--- config.mk ---
export PLATFORM = sky130hd
export DESIGN_NAME = fetch_decode_stage_register
export DESIGN_NICKNAME = d
export VERILOG_FILES = /design/src/rtl/fetch_decode_stage_register.sv
export SDC_FILE = /design/constraint.sdc
export NUM_CORES = 1
export LEC_CHECK = 0
export ABC_AREA = 0
export BUFFER_PORTS_ARGS = -buffer_cell sky130_fd_sc_hd__buf_2
export CAP_MARGIN = 20
export CORE_MARGIN = 10
export CORE_UTILIZATION = 47
export CTS_CLUSTER_SIZE = 40
export DETAILED_ROUTE_END_ITERATION = 10
export PLACE_DENSITY_LB_ADDON = 0.3
export SLEW_MARGIN = 10
export SYNTH_ARGS = -nofsm -noshare
export SYNTH_HDL_FRONTEND = slang
export SYNTH_SLANG_ARGS = --single-unit
--- constraint.sdc ---
create_clock -name clock -period 2.1 [get_ports clock]
set_clock_uncertainty 0.05 [all_clocks]
set_input_delay 0.105 -clock clock [delete_from_list [all_inputs] [get_ports clock]]
set_output_delay 0.105 -clock clock [all_outputs]
set_load 0.005 [all_outputs]
--- src/rtl/fetch_decode_stage_register.sv ---
// F/D and D/X pipeline latches with load-use stall, branch squash
// and saturating stall/flush event counters.
module fetch_decode_stage_register #(
  parameter logic [31:0] NOP_INSTRUCTION = 32'h0000_0000,
  parameter int          COUNTER_WIDTH   = 16
) (
  input  logic                     clock,
  input  logic                     reset_n,
  input  logic [31:0]              fetch_instruction,
  input  logic [31:0]              fetch_pc,
  input  logic                     hazard_detected,
  input  logic                     branch_taken,
  output logic [31:0]              decode_instruction,
  output logic [31:0]              decode_pc,
  output logic                     decode_valid,
  output logic [31:0]              execute_instruction,
  output logic [31:0]              execute_pc,
  output logic                     execute_valid,
  output logic                     pc_write_enable,
  output logic [COUNTER_WIDTH-1:0] stall_count,
  output logic [COUNTER_WIDTH-1:0] flush_count
);

  typedef struct packed {
    logic [31:0] ir;
    logic [31:0] pc;
    logic        valid;
  } latch_t;

  localparam latch_t BUBBLE = '{
    ir:    NOP_INSTRUCTION,
    pc:    32'h0,
    valid: 1'b0
  };

  localparam logic [COUNTER_WIDTH-1:0] CMAX =
    {COUNTER_WIDTH{1'b1}};

  latch_t r_fd;
  latch_t r_dx;
  logic [COUNTER_WIDTH-1:0] r_stall_cnt;
  logic [COUNTER_WIDTH-1:0] r_flush_cnt;

  logic w_flush;
  logic w_stall;

  // a hazard against an empty F/D slot is meaningless
  assign w_flush = branch_taken;
  assign w_stall = hazard_detected & r_fd.valid & ~branch_taken;

  always_ff @(posedge clock) begin
    if (!reset_n) begin
      r_fd <= BUBBLE;
      r_dx <= BUBBLE;
    end else begin
      unique case (1'b1)
        w_flush: begin
          r_fd <= BUBBLE;
          r_dx <= BUBBLE;
        end
        w_stall: begin
          r_fd <= r_fd;
          r_dx <= BUBBLE;
        end
        default: begin
          r_fd.ir    <= fetch_instruction;
          r_fd.pc    <= fetch_pc;
          r_fd.valid <= 1'b1;
          r_dx       <= r_fd;
        end
      endcase
    end
  end

  always_ff @(posedge clock) begin
    if (!reset_n) begin
      r_stall_cnt <= '0;
      r_flush_cnt <= '0;
    end else begin
      if (w_flush && r_flush_cnt != CMAX)
        r_flush_cnt <= r_flush_cnt + 1'b1;
      if (w_stall && r_stall_cnt != CMAX)
        r_stall_cnt <= r_stall_cnt + 1'b1;
    end
  end

  assign pc_write_enable     = ~w_stall;
  assign decode_instruction  = r_fd.ir;
  assign decode_pc           = r_fd.pc;
  assign decode_valid        = r_fd.valid;
  assign execute_instruction = r_dx.ir;
  assign execute_pc          = r_dx.pc;
  assign execute_valid       = r_dx.valid;
  assign stall_count         = r_stall_cnt;
  assign flush_count         = r_flush_cnt;

endmodule

-- After elaboration in Yosys (flattened, before gate mapping)
Index checks and enable logic that the tools add are counted.
- add/subtract/negate cells: 2
- multiplexer cells: 1
- bitwise operators: 5
- equal/unequal tests: 2
- reduce and logical (&&, ||, !) cells: 3
- operators with widths (kind ; count):
    $pmux W65 S2 ; 1
    $add A16 B1 Y16 const B ; 2
    $ne A16 B16 Y1 const B ; 2
    $not A1 Y1 ; 3
    $reduce_or A3 Y1 ; 1
    $and A1 B1 Y1 ; 2
    $logic_and A1 B1 Y1 ; 2
- register bits: 162
- bits of input ports: 68

-- Logic depth before layout (Yosys ltp)
- depth after elaboration: 3
- gate-level depth with buffers: 7
- gate-level depth less buffers: 5

-- Least setup slack after synthesis
No wires, ideal clock.
- path kind: reg2reg
- start point: register r_stall_cnt[0] (netlist: stall_count[0])
- end point: register r_stall_cnt[14] (netlist: stall_count[14])
- stages on the path, launching flop included: 7
- setup time: 0.071 ns
- arrival time: 1.888 ns
- path buffers: 1
- slack: 0.091 ns
- cells stage by stage: dfxtp_1 ha_1 nand4b_1 or3_1 clkbuf_2 or4_1 a21oi_1
- word-level cells in the longest chain between the ends: 2
- elaborated cells between the ends (all ways): 3
- those cells by class: add/sub (1); eq/ne (1); reduce/logical (1)
- RTL lines (item ; RTL line ; text):
    start, declared ; 41 ; logic [COUNTER_WIDTH-1:0] r_stall_cnt;
    start signal, assigned ; 83 ; r_stall_cnt <= r_stall_cnt + 1'b1;
    branches (longest 2 deep; another with $add A16 B1 Y16) ; - ;
Several ways; the timed one is not identified.
A chain may end at the register's enable or synchronous reset.

-- Worst setup path in the final report
- start point: register r_stall_cnt[1] (netlist: stall_count[1])
- end point: register r_stall_cnt[14] (netlist: stall_count[14])
Same word-level chain as after synthesis.

==> reports/results.ini <==
[grt]
grt_max_degree=102
grt_pass1_wl_um=26400
globalRouteTotalUtil_pct=20.0
globalRouteOverflowTotal=0
grt_pass1_vias=4909
antenna_found_initial=0

[final_layout]
area_growth_pct=48.6
seqCellArea_um2=3240
utilization_pct=70.8
mostFrequentLayoutCell=buf_2
instances_no_fill=965
final_cell_mix=buf_2 (230), dfxtp_1 (162), dlygate4sd3_1 (66)
fillers=823
multiInputGateArea_um2=2010
finalNetCount=879
final_cell_area_um2=8010
drive_gt1_share_pct=34.5

[critical_path]
cpPeakStageDelay_ps=540
path_buf_inv=0
worstPathRequired_ps=2400
critPathKind=flip-flop to flip-flop
crit_fanout=8
cp_top_family=simple AND/OR/NAND/NOR gates
startpoint_type=flip-flop
cp-end-kind=flip-flop
path_cells=ha_1 -> nand4b_1 -> or3_1 -> or4_1 -> a21oi_1
critPathSlowestCell=or4_1
crit_arrival_ps=2270

[timing]
period_minus_slack_ps=1970
rsz0062_at_grt=no
hold_violations=0
hold_ws_ps=136
relSlewSlack_pct=72.6
setup_viol=0
worst_slew_pin_slew_ps=410
slew_viol_final=0
layout_worst_path_cycle_share_pct=94.0
tns_ps=0
layout_setup_ws_ps=126
max_freq_mhz=507

[route]
vias=5092
drcViolationCount=0
antenna_left=0
wl_um=16800
first_pass_iters=5
dr.first_iter.drc_count=289
detail_route.vias_per_cell=5.28
wl_per_cell_um=17.5

[place]
io_buffers=230
dpl_cell_area_um2=6750
dp_cells=867
gp_congestion=0.825
post-dp-hpwl_um=11400
pre_cts_ws_ps=145

[job]
cap_violations=0

[synthesis]
synth_area_per_cell_um2=10.6
ys_seq_elements=162
synthTopCellsByArea=dfxtp_1 (60%), and2_1 (7.5%), a22o_1 (5.8%)
ys.flop_type=dfxtp_1
yosysSeqAreaShare_pct=60.2
yosys_warnings=0
synth_cell_types=45
netlist_instances=509
synth_top_area_share_pct=60.2
syn_nets=579
synth_edf_count=0
syn_area_um2=5390
synth_top_area_cell=dfxtp_1
async_reset_ff_share_pct=0

[clock_network]
cts_tree=built
root_buffer=clkbuf_16
clkTransAtPathRegs_ps=60
clkSinkCount=162
clk_latency_ps=420
cts_buffer_depth=2
h-tree-depth=4
cts_setup_buffers=0
cts_inserted_buffers=17

[pwr]
power_frac_comb_pct=6.6
p_clk_share_pct=45.9
p_sw_mw=1.43
p_int_mw=5.32
powerDensity_nw_per_um2=843
p_seq_share_pct=47.5
switching_share_pct=21.1
p_total_mw=6.75
vdd_drop_max_v=0.000683
p_leak_nw=3.77

[floorplanning]
dieWidth_um=127
fp.dieH_um=127
pin_count=231
rows=39
core-area_um2=11300
start_util_pct=47.6
fp.dieArea_um2=16200

[hold_path]
min_path_type=input port to flip-flop

[status]
status=finished clean

routing by layer:
| layer | part of all wire (%) | GRT usage (%) | vias to the layer above |
|---|---|---|---|
| li1 | - | - | 2424 |
| met1 | 39 | 22.0 | 2431 |
| met2 | 50 | 33.9 | 211 |
| met3 | 9.0 | 7.86 | 26 |
| met4 | 1.8 | 8.17 | 0 |
| met5 | 0 | 0 | - |
path summary, 6_finish.rpt:
| kind | from | to | slack [ps] | depth (start not counted) |
|---|---|---|---|---|
| min | reset_n | stall_count[15]$_SDFFE_PN0P_ | 140 | 3 |
| max reg2reg | stall_count[1]$_SDFFE_PN0P_ | stall_count[14]$_SDFFE_PN0P_ | 130 | 5 |
| min reg2reg | decode_pc[17]$_SDFFE_PN0N_ | execute_pc[17]$_SDFF_PP0_ | 430 | 1 |
| max | stall_count[1]$_SDFFE_PN0P_ | stall_count[14]$_SDFFE_PN0P_ | 130 | 5 |
cells in the mapped netlist, drive strengths merged, types with 2 or more instances:
| cell type | number |
|---|---|
| nand4b | 2 |
| a22oi | 28 |
| nor3 | 4 |
| o21a | 2 |
| a31oi | 2 |
| a22o | 36 |
| buf | 4 |
| o211a | 2 |
| mux2i | 6 |
| inv | 8 |
| and3 | 2 |
| nor4 | 6 |
| nand2 | 17 |
| a211oi | 2 |
| nor2 | 35 |
| nand3 | 8 |
| or4 | 7 |
| or3 | 7 |
| o21ai | 8 |
| o211ai | 3 |
| ha | 2 |
| dfxtp | 162 |
| o41ai | 5 |
| or2 | 3 |
| o31ai | 7 |
| and2 | 65 |
| o311ai | 2 |
| nand2b | 7 |
| a21oi | 18 |
| clkbuf | 28 |
| nand4 | 12 |
power groups by stage:
stage	logic (mW)	clock network, mW	registers [mW]
4_1_cts	0.445	3.15	3.20
6_report	0.447	3.10	3.20
2_1_floorplan	0.138	0	3.27
3_3_place_gp	0.340	0	3.26
3_5_place_dp	0.344	0	3.27
5_1_grt	0.486	3.27	3.21
registers in the layout, indices dropped and copies added, names as in the netlist:
signal and count:
execute_valid 1, decode_pc 32, stall_count 16, flush_count 16
decode_valid 1, execute_pc 32, decode_instruction 32, execute_instruction 32
final cells by class:
class,count,share of cell area [%]
Multi-Input combinational cell,307,25.1
Sequential cell,162,40.5
Inverter,8,0.375
Timing Repair Buffer,313,24.4
Tap cell,143,2.23
Antenna cell,1,0.0312
Clock buffer,22,5.80
Clock inverter,9,1.62
cell families (layout without fill, tap and decap cells):
kind of cell / count (synthesis) / in the layout / synth area share (%)
multiplexers: 6 / 6 / 1.11
AND/OR/NAND/NOR: 179 / 179 / 18.7
adder cells (fa/ha/maj): 2 / 2 / 0.464
other: 0 / 1 / 0
AO/OA/AOI/OAI: 120 / 120 / 16.7
buffers and inverters: 40 / 352 / 2.88
flip-flops: 162 / 162 / 60.2
worst reg2reg max path, stage by stage, from the launching register on:
cell	delay, ps
dfxtp_1	330
ha_1	260
nand4b_1	140
or3_1	430
or4_1	540
a21oi_1	160
timing repair:
item | in CTS | in global routing
hold buffers | 66 | 0
gates resized for setup | 0 | 0
hold endpoints to repair | 65 | 0
Note: power is estimated with default switching activity, not from simulation.
